[src/rtl/axi_lite_width_downsizer.sv]
// AXI4-Lite width adapter: splits one wide upstream transaction into a
// sequence of narrow downstream beats, one transaction in flight at a time.
module axi_lite_width_downsizer #(
  parameter int unsigned ADDR_W     = 64,
  parameter int unsigned MST_DW     = 64,
  parameter int unsigned SLV_DW     = 32,
  parameter bit          SKIP_EMPTY = 1'b1
) (
  input  logic                  chipset_clk,
  input  logic                  chipset_rst_n,
  input  logic [ADDR_W-1:0]     up_awaddr,
  input  logic                  up_awvalid,
  output logic                  up_awready,
  input  logic [MST_DW-1:0]     up_wdata,
  input  logic [MST_DW/8-1:0]   up_wstrb,
  input  logic                  up_wvalid,
  output logic                  up_wready,
  output logic [1:0]            up_bresp,
  output logic                  up_bvalid,
  input  logic                  up_bready,
  input  logic [ADDR_W-1:0]     up_araddr,
  input  logic                  up_arvalid,
  output logic                  up_arready,
  output logic [MST_DW-1:0]     up_rdata,
  output logic [1:0]            up_rresp,
  output logic                  up_rvalid,
  input  logic                  up_rready,
  output logic [ADDR_W-1:0]     dn_awaddr,
  output logic                  dn_awvalid,
  input  logic                  dn_awready,
  output logic [SLV_DW-1:0]     dn_wdata,
  output logic [SLV_DW/8-1:0]   dn_wstrb,
  output logic                  dn_wvalid,
  input  logic                  dn_wready,
  input  logic [1:0]            dn_bresp,
  input  logic                  dn_bvalid,
  output logic                  dn_bready,
  output logic [ADDR_W-1:0]     dn_araddr,
  output logic                  dn_arvalid,
  input  logic                  dn_arready,
  input  logic [SLV_DW-1:0]     dn_rdata,
  input  logic [1:0]            dn_rresp,
  input  logic                  dn_rvalid,
  output logic                  dn_rready
);

  localparam int unsigned RATIO     = MST_DW / SLV_DW;
  localparam int unsigned IDX_W     = $clog2(RATIO);
  localparam int unsigned CNT_W     = IDX_W + 1;
  localparam int unsigned SLV_SB    = SLV_DW / 8;
  localparam int unsigned MST_OFF_W = $clog2(MST_DW / 8);
  localparam int unsigned SLV_OFF_W = $clog2(SLV_SB);

  typedef logic [RATIO-1:0][SLV_DW-1:0] data_arr_t;
  typedef logic [RATIO-1:0][SLV_SB-1:0] strb_arr_t;

  typedef enum logic [2:0] {
    IDLE, W_REQ, W_RSP, W_DONE, R_REQ, R_RSP, R_DONE
  } state_t;

  state_t            state_q, state_d;
  logic              last_wr_q, last_wr_d;
  logic [ADDR_W-1:0] base_q, base_d;
  data_arr_t         wdata_q, wdata_d;
  strb_arr_t         wstrb_q, wstrb_d;
  logic [CNT_W-1:0]  beat_q, beat_d;
  logic [1:0]        resp_q, resp_d;

  logic              up_awready_q, up_awready_d;
  logic              up_arready_q, up_arready_d;
  logic              up_bvalid_q, up_bvalid_d;
  logic [1:0]        up_bresp_q, up_bresp_d;
  logic              up_rvalid_q, up_rvalid_d;
  data_arr_t         rdata_q, rdata_d;
  logic [1:0]        up_rresp_q, up_rresp_d;
  logic [ADDR_W-1:0] dn_awaddr_q, dn_awaddr_d;
  logic              dn_awvalid_q, dn_awvalid_d;
  logic [SLV_DW-1:0] dn_wdata_q, dn_wdata_d;
  logic [SLV_SB-1:0] dn_wstrb_q, dn_wstrb_d;
  logic              dn_wvalid_q, dn_wvalid_d;
  logic              dn_bready_q, dn_bready_d;
  logic [ADDR_W-1:0] dn_araddr_q, dn_araddr_d;
  logic              dn_arvalid_q, dn_arvalid_d;
  logic              dn_rready_q, dn_rready_d;

  logic              load_w;
  logic [CNT_W-1:0]  load_idx;
  logic [ADDR_W-1:0] src_base;
  data_arr_t         src_data;
  strb_arr_t         src_strb;
  logic              wr_pend, rd_pend;

  // Lowest beat index >= from that must be issued; RATIO when none remain.
  function automatic logic [CNT_W-1:0] find_beat(input strb_arr_t s, input logic [CNT_W-1:0] from);
    logic [CNT_W-1:0] idx;
    idx = CNT_W'(RATIO);
    for (int k = RATIO - 1; k >= 0; k--) begin
      if (CNT_W'(k) >= from && (!SKIP_EMPTY || s[k] != '0)) idx = CNT_W'(k);
    end
    return idx;
  endfunction

  function automatic logic [1:0] resp_max(input logic [1:0] a, input logic [1:0] b);
    return (a > b) ? a : b;
  endfunction

  assign wr_pend = up_awvalid && up_wvalid;
  assign rd_pend = up_arvalid;

  // Next-state and registered-output logic.
  always_comb begin
    state_d      = state_q;
    last_wr_d    = last_wr_q;
    base_d       = base_q;
    wdata_d      = wdata_q;
    wstrb_d      = wstrb_q;
    beat_d       = beat_q;
    resp_d       = resp_q;
    up_awready_d = up_awready_q;
    up_arready_d = up_arready_q;
    up_bvalid_d  = up_bvalid_q;
    up_bresp_d   = up_bresp_q;
    up_rvalid_d  = up_rvalid_q;
    rdata_d      = rdata_q;
    up_rresp_d   = up_rresp_q;
    dn_awaddr_d  = dn_awaddr_q;
    dn_awvalid_d = dn_awvalid_q;
    dn_wdata_d   = dn_wdata_q;
    dn_wstrb_d   = dn_wstrb_q;
    dn_wvalid_d  = dn_wvalid_q;
    dn_bready_d  = dn_bready_q;
    dn_araddr_d  = dn_araddr_q;
    dn_arvalid_d = dn_arvalid_q;
    dn_rready_d  = dn_rready_q;
    load_w       = 1'b0;
    load_idx     = beat_q;
    src_base     = base_q;
    src_data     = wdata_q;
    src_strb     = wstrb_q;

    unique case (state_q)
      IDLE: begin
        // Ready is raised one cycle after the grant so it never depends on inputs.
        if (up_awready_q) begin
          up_awready_d = 1'b0;
          if (wr_pend) begin
            last_wr_d = 1'b1;
            base_d    = {up_awaddr[ADDR_W-1:MST_OFF_W], MST_OFF_W'(0)};
            wdata_d   = up_wdata;
            wstrb_d   = up_wstrb;
            resp_d    = 2'b00;
            src_base  = base_d;
            src_data  = wdata_d;
            src_strb  = wstrb_d;
            load_idx  = find_beat(wstrb_d, '0);
            if (load_idx == CNT_W'(RATIO)) begin
              state_d     = W_DONE;
              up_bvalid_d = 1'b1;
              up_bresp_d  = 2'b00;
            end else begin
              load_w  = 1'b1;
              state_d = W_REQ;
            end
          end
        end else if (up_arready_q) begin
          up_arready_d = 1'b0;
          if (rd_pend) begin
            last_wr_d    = 1'b0;
            base_d       = {up_araddr[ADDR_W-1:MST_OFF_W], MST_OFF_W'(0)};
            resp_d       = 2'b00;
            beat_d       = '0;
            dn_araddr_d  = base_d;
            dn_arvalid_d = 1'b1;
            state_d      = R_REQ;
          end
        end else if (wr_pend && (!rd_pend || !last_wr_q)) begin
          up_awready_d = 1'b1;
        end else if (rd_pend) begin
          up_arready_d = 1'b1;
        end
      end
      W_REQ: begin
        dn_awvalid_d = dn_awvalid_q && !dn_awready;
        dn_wvalid_d  = dn_wvalid_q && !dn_wready;
        if (!dn_awvalid_d && !dn_wvalid_d) begin
          state_d     = W_RSP;
          dn_bready_d = 1'b1;
        end
      end
      W_RSP: begin
        if (dn_bvalid) begin
          dn_bready_d = 1'b0;
          resp_d      = resp_max(resp_q, dn_bresp);
          load_idx    = find_beat(wstrb_q, beat_q + CNT_W'(1));
          if (load_idx == CNT_W'(RATIO)) begin
            state_d     = W_DONE;
            up_bvalid_d = 1'b1;
            up_bresp_d  = resp_d;
          end else begin
            load_w  = 1'b1;
            state_d = W_REQ;
          end
        end
      end
      W_DONE: begin
        if (up_bready) begin
          up_bvalid_d = 1'b0;
          state_d     = IDLE;
        end
      end
      R_REQ: begin
        if (dn_arready) begin
          dn_arvalid_d = 1'b0;
          dn_rready_d  = 1'b1;
          state_d      = R_RSP;
        end
      end
      R_RSP: begin
        if (dn_rvalid) begin
          dn_rready_d                = 1'b0;
          rdata_d[beat_q[IDX_W-1:0]] = dn_rdata;
          resp_d                     = resp_max(resp_q, dn_rresp);
          if (beat_q == CNT_W'(RATIO - 1)) begin
            state_d     = R_DONE;
            up_rvalid_d = 1'b1;
            up_rresp_d  = resp_d;
          end else begin
            beat_d       = beat_q + CNT_W'(1);
            dn_araddr_d  = base_q + (ADDR_W'(beat_d) << SLV_OFF_W);
            dn_arvalid_d = 1'b1;
            state_d      = R_REQ;
          end
        end
      end
      R_DONE: begin
        if (up_rready) begin
          up_rvalid_d = 1'b0;
          state_d     = IDLE;
        end
      end
      default: state_d = IDLE;
    endcase

    if (load_w) begin
      beat_d       = load_idx;
      dn_awaddr_d  = src_base + (ADDR_W'(load_idx) << SLV_OFF_W);
      dn_wdata_d   = src_data[load_idx[IDX_W-1:0]];
      dn_wstrb_d   = src_strb[load_idx[IDX_W-1:0]];
      dn_awvalid_d = 1'b1;
      dn_wvalid_d  = 1'b1;
    end
  end

  // State and output registers with synchronous reset.
  always_ff @(posedge chipset_clk) begin
    if (!chipset_rst_n) begin
      state_q      <= IDLE;
      last_wr_q    <= 1'b0;
      base_q       <= '0;
      wdata_q      <= '0;
      wstrb_q      <= '0;
      beat_q       <= '0;
      resp_q       <= '0;
      up_awready_q <= 1'b0;
      up_arready_q <= 1'b0;
      up_bvalid_q  <= 1'b0;
      up_bresp_q   <= '0;
      up_rvalid_q  <= 1'b0;
      rdata_q      <= '0;
      up_rresp_q   <= '0;
      dn_awaddr_q  <= '0;
      dn_awvalid_q <= 1'b0;
      dn_wdata_q   <= '0;
      dn_wstrb_q   <= '0;
      dn_wvalid_q  <= 1'b0;
      dn_bready_q  <= 1'b0;
      dn_araddr_q  <= '0;
      dn_arvalid_q <= 1'b0;
      dn_rready_q  <= 1'b0;
    end else begin
      state_q      <= state_d;
      last_wr_q    <= last_wr_d;
      base_q       <= base_d;
      wdata_q      <= wdata_d;
      wstrb_q      <= wstrb_d;
      beat_q       <= beat_d;
      resp_q       <= resp_d;
      up_awready_q <= up_awready_d;
      up_arready_q <= up_arready_d;
      up_bvalid_q  <= up_bvalid_d;
      up_bresp_q   <= up_bresp_d;
      up_rvalid_q  <= up_rvalid_d;
      rdata_q      <= rdata_d;
      up_rresp_q   <= up_rresp_d;
      dn_awaddr_q  <= dn_awaddr_d;
      dn_awvalid_q <= dn_awvalid_d;
      dn_wdata_q   <= dn_wdata_d;
      dn_wstrb_q   <= dn_wstrb_d;
      dn_wvalid_q  <= dn_wvalid_d;
      dn_bready_q  <= dn_bready_d;
      dn_araddr_q  <= dn_araddr_d;
      dn_arvalid_q <= dn_arvalid_d;
      dn_rready_q  <= dn_rready_d;
    end
  end

  assign up_awready = up_awready_q;
  assign up_wready  = up_awready_q;
  assign up_arready = up_arready_q;
  assign up_bvalid  = up_bvalid_q;
  assign up_bresp   = up_bresp_q;
  assign up_rvalid  = up_rvalid_q;
  assign up_rdata   = rdata_q;
  assign up_rresp   = up_rresp_q;
  assign dn_awaddr  = dn_awaddr_q;
  assign dn_awvalid = dn_awvalid_q;
  assign dn_wdata   = dn_wdata_q;
  assign dn_wstrb   = dn_wstrb_q;
  assign dn_wvalid  = dn_wvalid_q;
  assign dn_bready  = dn_bready_q;
  assign dn_araddr  = dn_araddr_q;
  assign dn_arvalid = dn_arvalid_q;
  assign dn_rready  = dn_rready_q;

endmodule

[config.mk]
export PLATFORM = sky130hd
export DESIGN_NAME = axi_lite_width_downsizer
export DESIGN_NICKNAME = d
export VERILOG_FILES = /design/src/rtl/axi_lite_width_downsizer.sv
export SDC_FILE = /design/constraint.sdc
export NUM_CORES = 1
export LEC_CHECK = 0
export BUFFER_PORTS_ARGS = -buffer_cell sky130_fd_sc_hd__buf_4
export CAP_MARGIN = 10
export CORE_AREA = 2 2 287 289
export CTS_CLUSTER_DIAMETER = 100
export DETAILED_ROUTE_END_ITERATION = 6
export DIE_AREA = 0 0 289 291
export PLACE_DENSITY = 0.44
export SLEW_MARGIN = 30
export SYNTH_ARGS = -nofsm -noshare
export SYNTH_HDL_FRONTEND = slang
export SYNTH_SLANG_ARGS = --single-unit
export TNS_END_PERCENT = 100
[constraint.sdc]
create_clock -name chipset_clk -period 6.7 [get_ports chipset_clk]
set_clock_uncertainty 0.15 [all_clocks]
set_input_delay 1.675 -clock chipset_clk [delete_from_list [all_inputs] [get_ports chipset_clk]]
set_output_delay 1.675 -clock chipset_clk [all_outputs]
set_load 0.1 [all_outputs]
==> Yosys cells after proc, flatten, opt, wreduce, memory -nomap -nowiden <==
Index checks and enable logic that the tools add are counted.
Widths: inputs -> output; s select.
{ "op_classes": {"add_sub_neg": 3, "order_cmp": 7, "eq_ne": 33, "mux": 114, "bitwise": 1, "reduce_logical": 47} }
{ "ops": {"columns": ["cell", "count"], "rows": [
  ["$mux 64", 12],
  ["$add 64x4->64", 2],
  ["$pmux 64 s2", 1],
  ["$mux 32", 3],
  ["$bwmux 64", 1],
  ["$mux 2", 32],
  ["$mux 1", 38],
  ["$demux 32 s1", 1],
  ["$mux 3", 10],
  ["$ne 2x2->1 const B", 15],
  ["$mux 8", 3],
  ["$ne 3x3->1 const B", 8],
  ["$reduce_and 6->1", 4],
  ["$pmux 3 s7", 1],
  ["$reduce_bool 2->1", 8],
  ["$reduce_bool 4->1", 4],
  ["$reduce_and 7->1", 2],
  ["$pmux 2 s2", 3],
  ["$reduce_and 3->1", 4],
  ["$reduce_bool 3->1", 4],
  ["$eq 3x3->1 const B", 3],
  ["$reduce_and 9->1", 1],
  ["$logic_and 1x1->1", 8],
  ["$mux 4", 2],
  ["other kinds (19)", 35]
]} }
{ "word_totals": {"register_bits": 385, "input_bits": 248, "output_inout_bits": 242, "wordCells": 231} }

==> Longest topological paths before layout <==
{ "depth": {"depth_word": 13, "ltp_mapped": 20, "depth_no_buf": 16} }

==> Worst setup path after synthesis <==
No wires, ideal clock.
{ "synth_timing": {"path_type": "input -> register", "start": "in up_awvalid", "end": "reg dn_awaddr_q[23] (netlist: dn_awaddr[23])", "setup_ns": 0.129, "t_arrival_ns": 5.598, "required_ns": 6.421, "slack_ns": 0.824, "cell_stages": 20, "n_path_buf": 8, "path_cell_list": "and2_1 clkbuf_1 clkbuf_1 buf_2 clkbuf_1 clkbuf_1 clkbuf_1 a21oi_1 o21ai_0 o21ai_0 ha_1 a21oi_1 nor2_1 a32oi_1 buf_2 clkbuf_1 nor3_1 xor2_1 mux2i_1 o21ai_0"} }
{ "synth_between": {"elab_chain_cells": 5, "elab_cells_between_ends": 11, "classes_between": "1 x add/sub; 9 x mux; 1 x reduce/logical"} }
{ "synth_lines": {"columns": ["element", "line_no", "source"], "rows": [
  ["start: declaration", "12", "input logic up_awvalid,"],
  ["$logic_and 1x1->1 *", "107", "assign wr_pend = up_awvalid && up_wvalid;"],
  ["$mux 2 or $mux 64 (tied branches)", null, null],
  ["$mux 2 or $mux 64 (tied branches)", "144", "if (up_awready_q) begin"],
  ["$pmux 2 s2 or $mux 64 (tied branches)", "141", "unique case (state_q)"],
  ["$add 64x4->64", "246", "dn_awaddr_d = src_base + (ADDR_W'(load_idx) << SLV_OFF_W);"],
  ["end signal: assignment", "295", "dn_awaddr_q <= dn_awaddr_d;"],
  ["end: declaration", "76", "logic [ADDR_W-1:0] dn_awaddr_q, dn_awaddr_d;"]
]} }
Mark *: on every way between the ends. The rest lies on a longest branch, timed or not.
A chain may end at the register's enable or synchronous reset.

==> Worst setup path after layout <==
{ "layout_timing": {"start": "in up_wstrb[0]", "end": "reg dn_awaddr_q[19] (netlist: dn_awaddr[19])"} }
{ "layout_between": {"elab_chain_cells": 10, "elab_cells_between_ends": 14, "classes_between": "1 x add/sub; 1 x eq/ne; 11 x mux; 1 x reduce/logical"} }
{ "layout_lines": {"columns": ["element", "line_no", "source"], "rows": [
  ["start: declaration", "15", "input logic [MST_DW/8-1:0] up_wstrb,"],
  ["$reduce_bool 4->1 *", "98", "if (CNT_W'(k) >= from && (!SKIP_EMPTY || s[k] != '0)) idx = CNT_W'(k);"],
  ["$mux 2 *", "98", null],
  ["$mux 2 *", "146", "if (wr_pend) begin"],
  ["$mux 2 *", "144", null],
  ["$mux 2 *", "141", null],
  ["parallel branches: the longest is 5 deep, another holds $add 64x4->64", null, null]
]} }
Mark *: on every way between the ends. The select of a mux whose other input is x is not followed.

==> results.yml <==
final_layout:
  seq_area_sq_um: 7710
  postLayoutCoreUtil_pct: 32.3
  nFillCells: 8976
  drive_above_1_share_pct: 21.2
  fin_cells: 4131
  multi_input_area_sq_um: 11500
  final_cell_mix: "nand2_1 (533), buf_4 (516), dfxtp_1 (384), nor2_1 (254), a21oi_1 (239)"
  nets: 3285
  area_growth_pct: 30.4
  layout_commonest_cell: "nand2_1"
synth:
  netlist_instances: 2673
  synth_edf_count: 0
  syn_avg_cell_area_sq_um: 7.52
  ys_warn_count: 0
  synth_top_flop_cell: "dfxtp_1"
  async_flop_share_pct: 0
  synth-seq-cells: 385
  syn_area_sq_um: 20100
  syn_nets: 2935
  yosysSeqAreaShare_pct: 38.3
  synth_cell_type_count: 78
worst_hold_path:
  min_to: "dn_wdata[22]"
  hold_depth: 2
  hp-class: "reg2reg"
  hold_start: "dn_wdata[22]"
timing:
  period_needed_ns: 5.32
  tns_ns: 0
  finalHoldViolations: 0
  worst_pin_slew_ns: 1.00
  rsz0062_at_grt: "false"
  max_slew_margin_pct: 33.3
  setup_viol: 0
  min_period_over_period_pct: 79.4
  max_freq_mhz: 188
  drv_slew: 0
routing:
  ant_nets: 0
  vias_per_cell: 5.01
  drc: 0
  wl_mm: 91.4
  wl_per_cell_microns: 22.1
  firstDrtPassIters: 5
  drtIter0Drc: 1317
  vias: 20700
clocking:
  clk_pin_slew_worst_paths_ns: 0.06
  postCtsHoldBufs: 0
  ctsResizeCount: 0
  cts-buffers-inserted: 50
  cts_max_level: 2
  root_buffer: "clkbuf_16"
  post_cts_buffers: 0
  cts_buffer_depth: 3
  cts.sinks: 385
  cts_tree: "built"
  clkLatencyLatePin_ns: 0.63
setup_path:
  cp_slowest_cell: "nor4_1"
  start_kind: "input pin"
  worstPathRequired_ns: 7.07
  cpMostUsedCell: "a21oi_1"
  end_kind: "register"
  ff2ff_setup_slack_ns: 2.10
  r2r_cells: 16
  reg2reg_from: "beat_q[0]"
  critPathMaxStageDelay_ns: 0.57
  cp_max_fo: 20
  path_cells: "buf_4 > nor4_1 > nand2_1 > nor3_1 > a21oi_1 > o21ai_0 > ha_1 > a21oi_1 > nor2_1 > a32oi_2 > buf_4 > nand3b_1 > a21oi_1 > or3b_2 > a21oi_1"
  criticalPathCategory: "in2reg"
  r2r-end: "dn_awaddr[19]"
  critical_path_arrival_ns: 5.70
global_route:
  grt_max_degree: 130
  grt_pass1_wl_mm: 133
  antenna_found_initial: 4
  grt_overflow: 0
  grt_pass1_vias: 19900
  track_usage_pct: 20.9
floorplan:
  placementRows: 105
  die_w_microns: 289
  core_sq_um: 81200
  initial_core_util_pct: 24.8
  boundaryPins: 490
  die_area_sq_um: 84100
  die_h_microns: 291
placement:
  placedCellCount: 4041
  place_hpwl_mm: 64.8
  io_buffers: 483
  gp_congestion: 0.833
power_and_ir_drop:
  powerDensity_nw_per_um2: 239
  power.leakage_nw: 10.4
  max-vdd-ir-drop_mv: 0.187
  total_power_mw: 6.25
run:
  maxCapViolCount: 0
run_status:
  outcome: "completed"
[metal layers]
layer / track usage (%) / wire, microns
met1: 25.8 / 38000
met2: 35.2 / 43800
met3: 5.61 / 7060
met4: 6.32 / 2590
met5: 0 / 12
[stage by stage]
stage	worst slack [ns]	hold WS [ns]	cell area (sq um)
6_report	1.38	0.300	26200
5_1_grt	0.928	0.318	26200
4_1_cts	1.40	0.303	26200
3_5_place_dp	0.758	0.295	24600
3_3_place_gp	0.843	0.292	24600
2_1_floorplan	0.824	0.307	20100
[layout make-up]
type	count	share of cell area, %
Antenna cell	3	0.0286
Tap cell	1070	5.11
Clock inverter	12	0.511
Timing Repair Buffer	520	15.1
Inverter	36	0.544
Clock buffer	75	5.51
Multi-Input combinational cell	2030	43.8
Sequential cell	385	29.4
[how the worst max path moves through the flow]
stage	cells after the start	start	end	slack (ns)
2_1_floorplan	20	up_awvalid	dn_awaddr[23]	0.82
3_3_place_gp	15	up_wstrb[0]	dn_awaddr[19]	0.84
3_5_place_dp	15	up_wstrb[0]	dn_awaddr[19]	0.76
4_1_cts	15	up_wstrb[0]	dn_awaddr[19]	1.40
5_1_grt	15	up_wstrb[4]	dn_awaddr[19]	0.93
6_report	15	up_wstrb[0]	dn_awaddr[19]	1.38
[flip-flops by register name (all words and copies together), names as in the netlist, 2 cells and up]
register   flops
base_q        64
state_q        3
wstrb_q        8
wdata_q       64
resp_q         2
dn_wstrb       4
dn_awaddr     64
dn_araddr     64
up_rdata      64
up_rresp       2
dn_wdata      32
beat_q         2
up_bresp       2
[power breakdown]
| part | leakage (nW) | total [mW] | internal (mW) | switching [mW] |
|---|---|---|---|---|
| clock network | 0.766 | 2.66 | 1.53 | 1.13 |
| logic | 6.56 | 1.10 | 0.333 | 0.767 |
| registers | 3.12 | 2.49 | 2.38 | 0.117 |
[Yosys cell counts, types with 5 or more instances]
cell type	n	area, sq um
nand2_1	536	2010
dfxtp_1	385	7710
nor2_1	257	965
a21oi_1	240	1200
clkbuf_1	184	691
nand3_1	137	686
o21ai_0	129	646
mux2i_1	128	1280
nor3_1	100	500
xnor2_1	57	499
nand4_1	52	325
a211oi_1	46	345
xor2_1	39	342
a221oi_1	37	324
and3_1	35	219
inv_1	35	131
nor4_1	22	138
buf_1	20	75.1
or3_1	19	119
and2_1	16	100
a211o_1	14	123
buf_2	14	70.1
ha_1	12	150
a2111oi_0	10	87.6
a31oi_1	10	62.6
and4_1	10	87.6
mux2_2	10	113
o22ai_1	10	62.6
a22oi_1	8	60.1
a21o_1	6	45.0
o211ai_1	6	45.0
o21a_1	5	37.5
or2_2	5	31.3
or4_1	5	37.5
[cells by family (layout without fill, tap and decap cells)]
| kind of cell | Yosys count | after routing | synth area share, % |
|---|---|---|---|
| xor+xnor | 96 | 96 | 4.18 |
| fa+ha+maj | 14 | 14 | 0.946 |
| other cells | 0 | 3 | 0 |
| mux | 139 | 139 | 7.05 |
| compound gates | 563 | 563 | 17.2 |
| simple gates | 1218 | 1218 | 27.3 |
| flops | 385 | 385 | 38.3 |
| buf+inv | 258 | 643 | 5.04 |
[critical path: cells and delay by family]
kind | cells | cell delay [ns]
adder cells (fa/ha/maj) | 1 | 0.31
AO/OA/AOI/OAI | 6 | 1.43
AND/OR/NAND/NOR | 6 | 1.84
buffers and inverters | 2 | 0.42
Note: power is estimated with default switching activity, not from simulation.
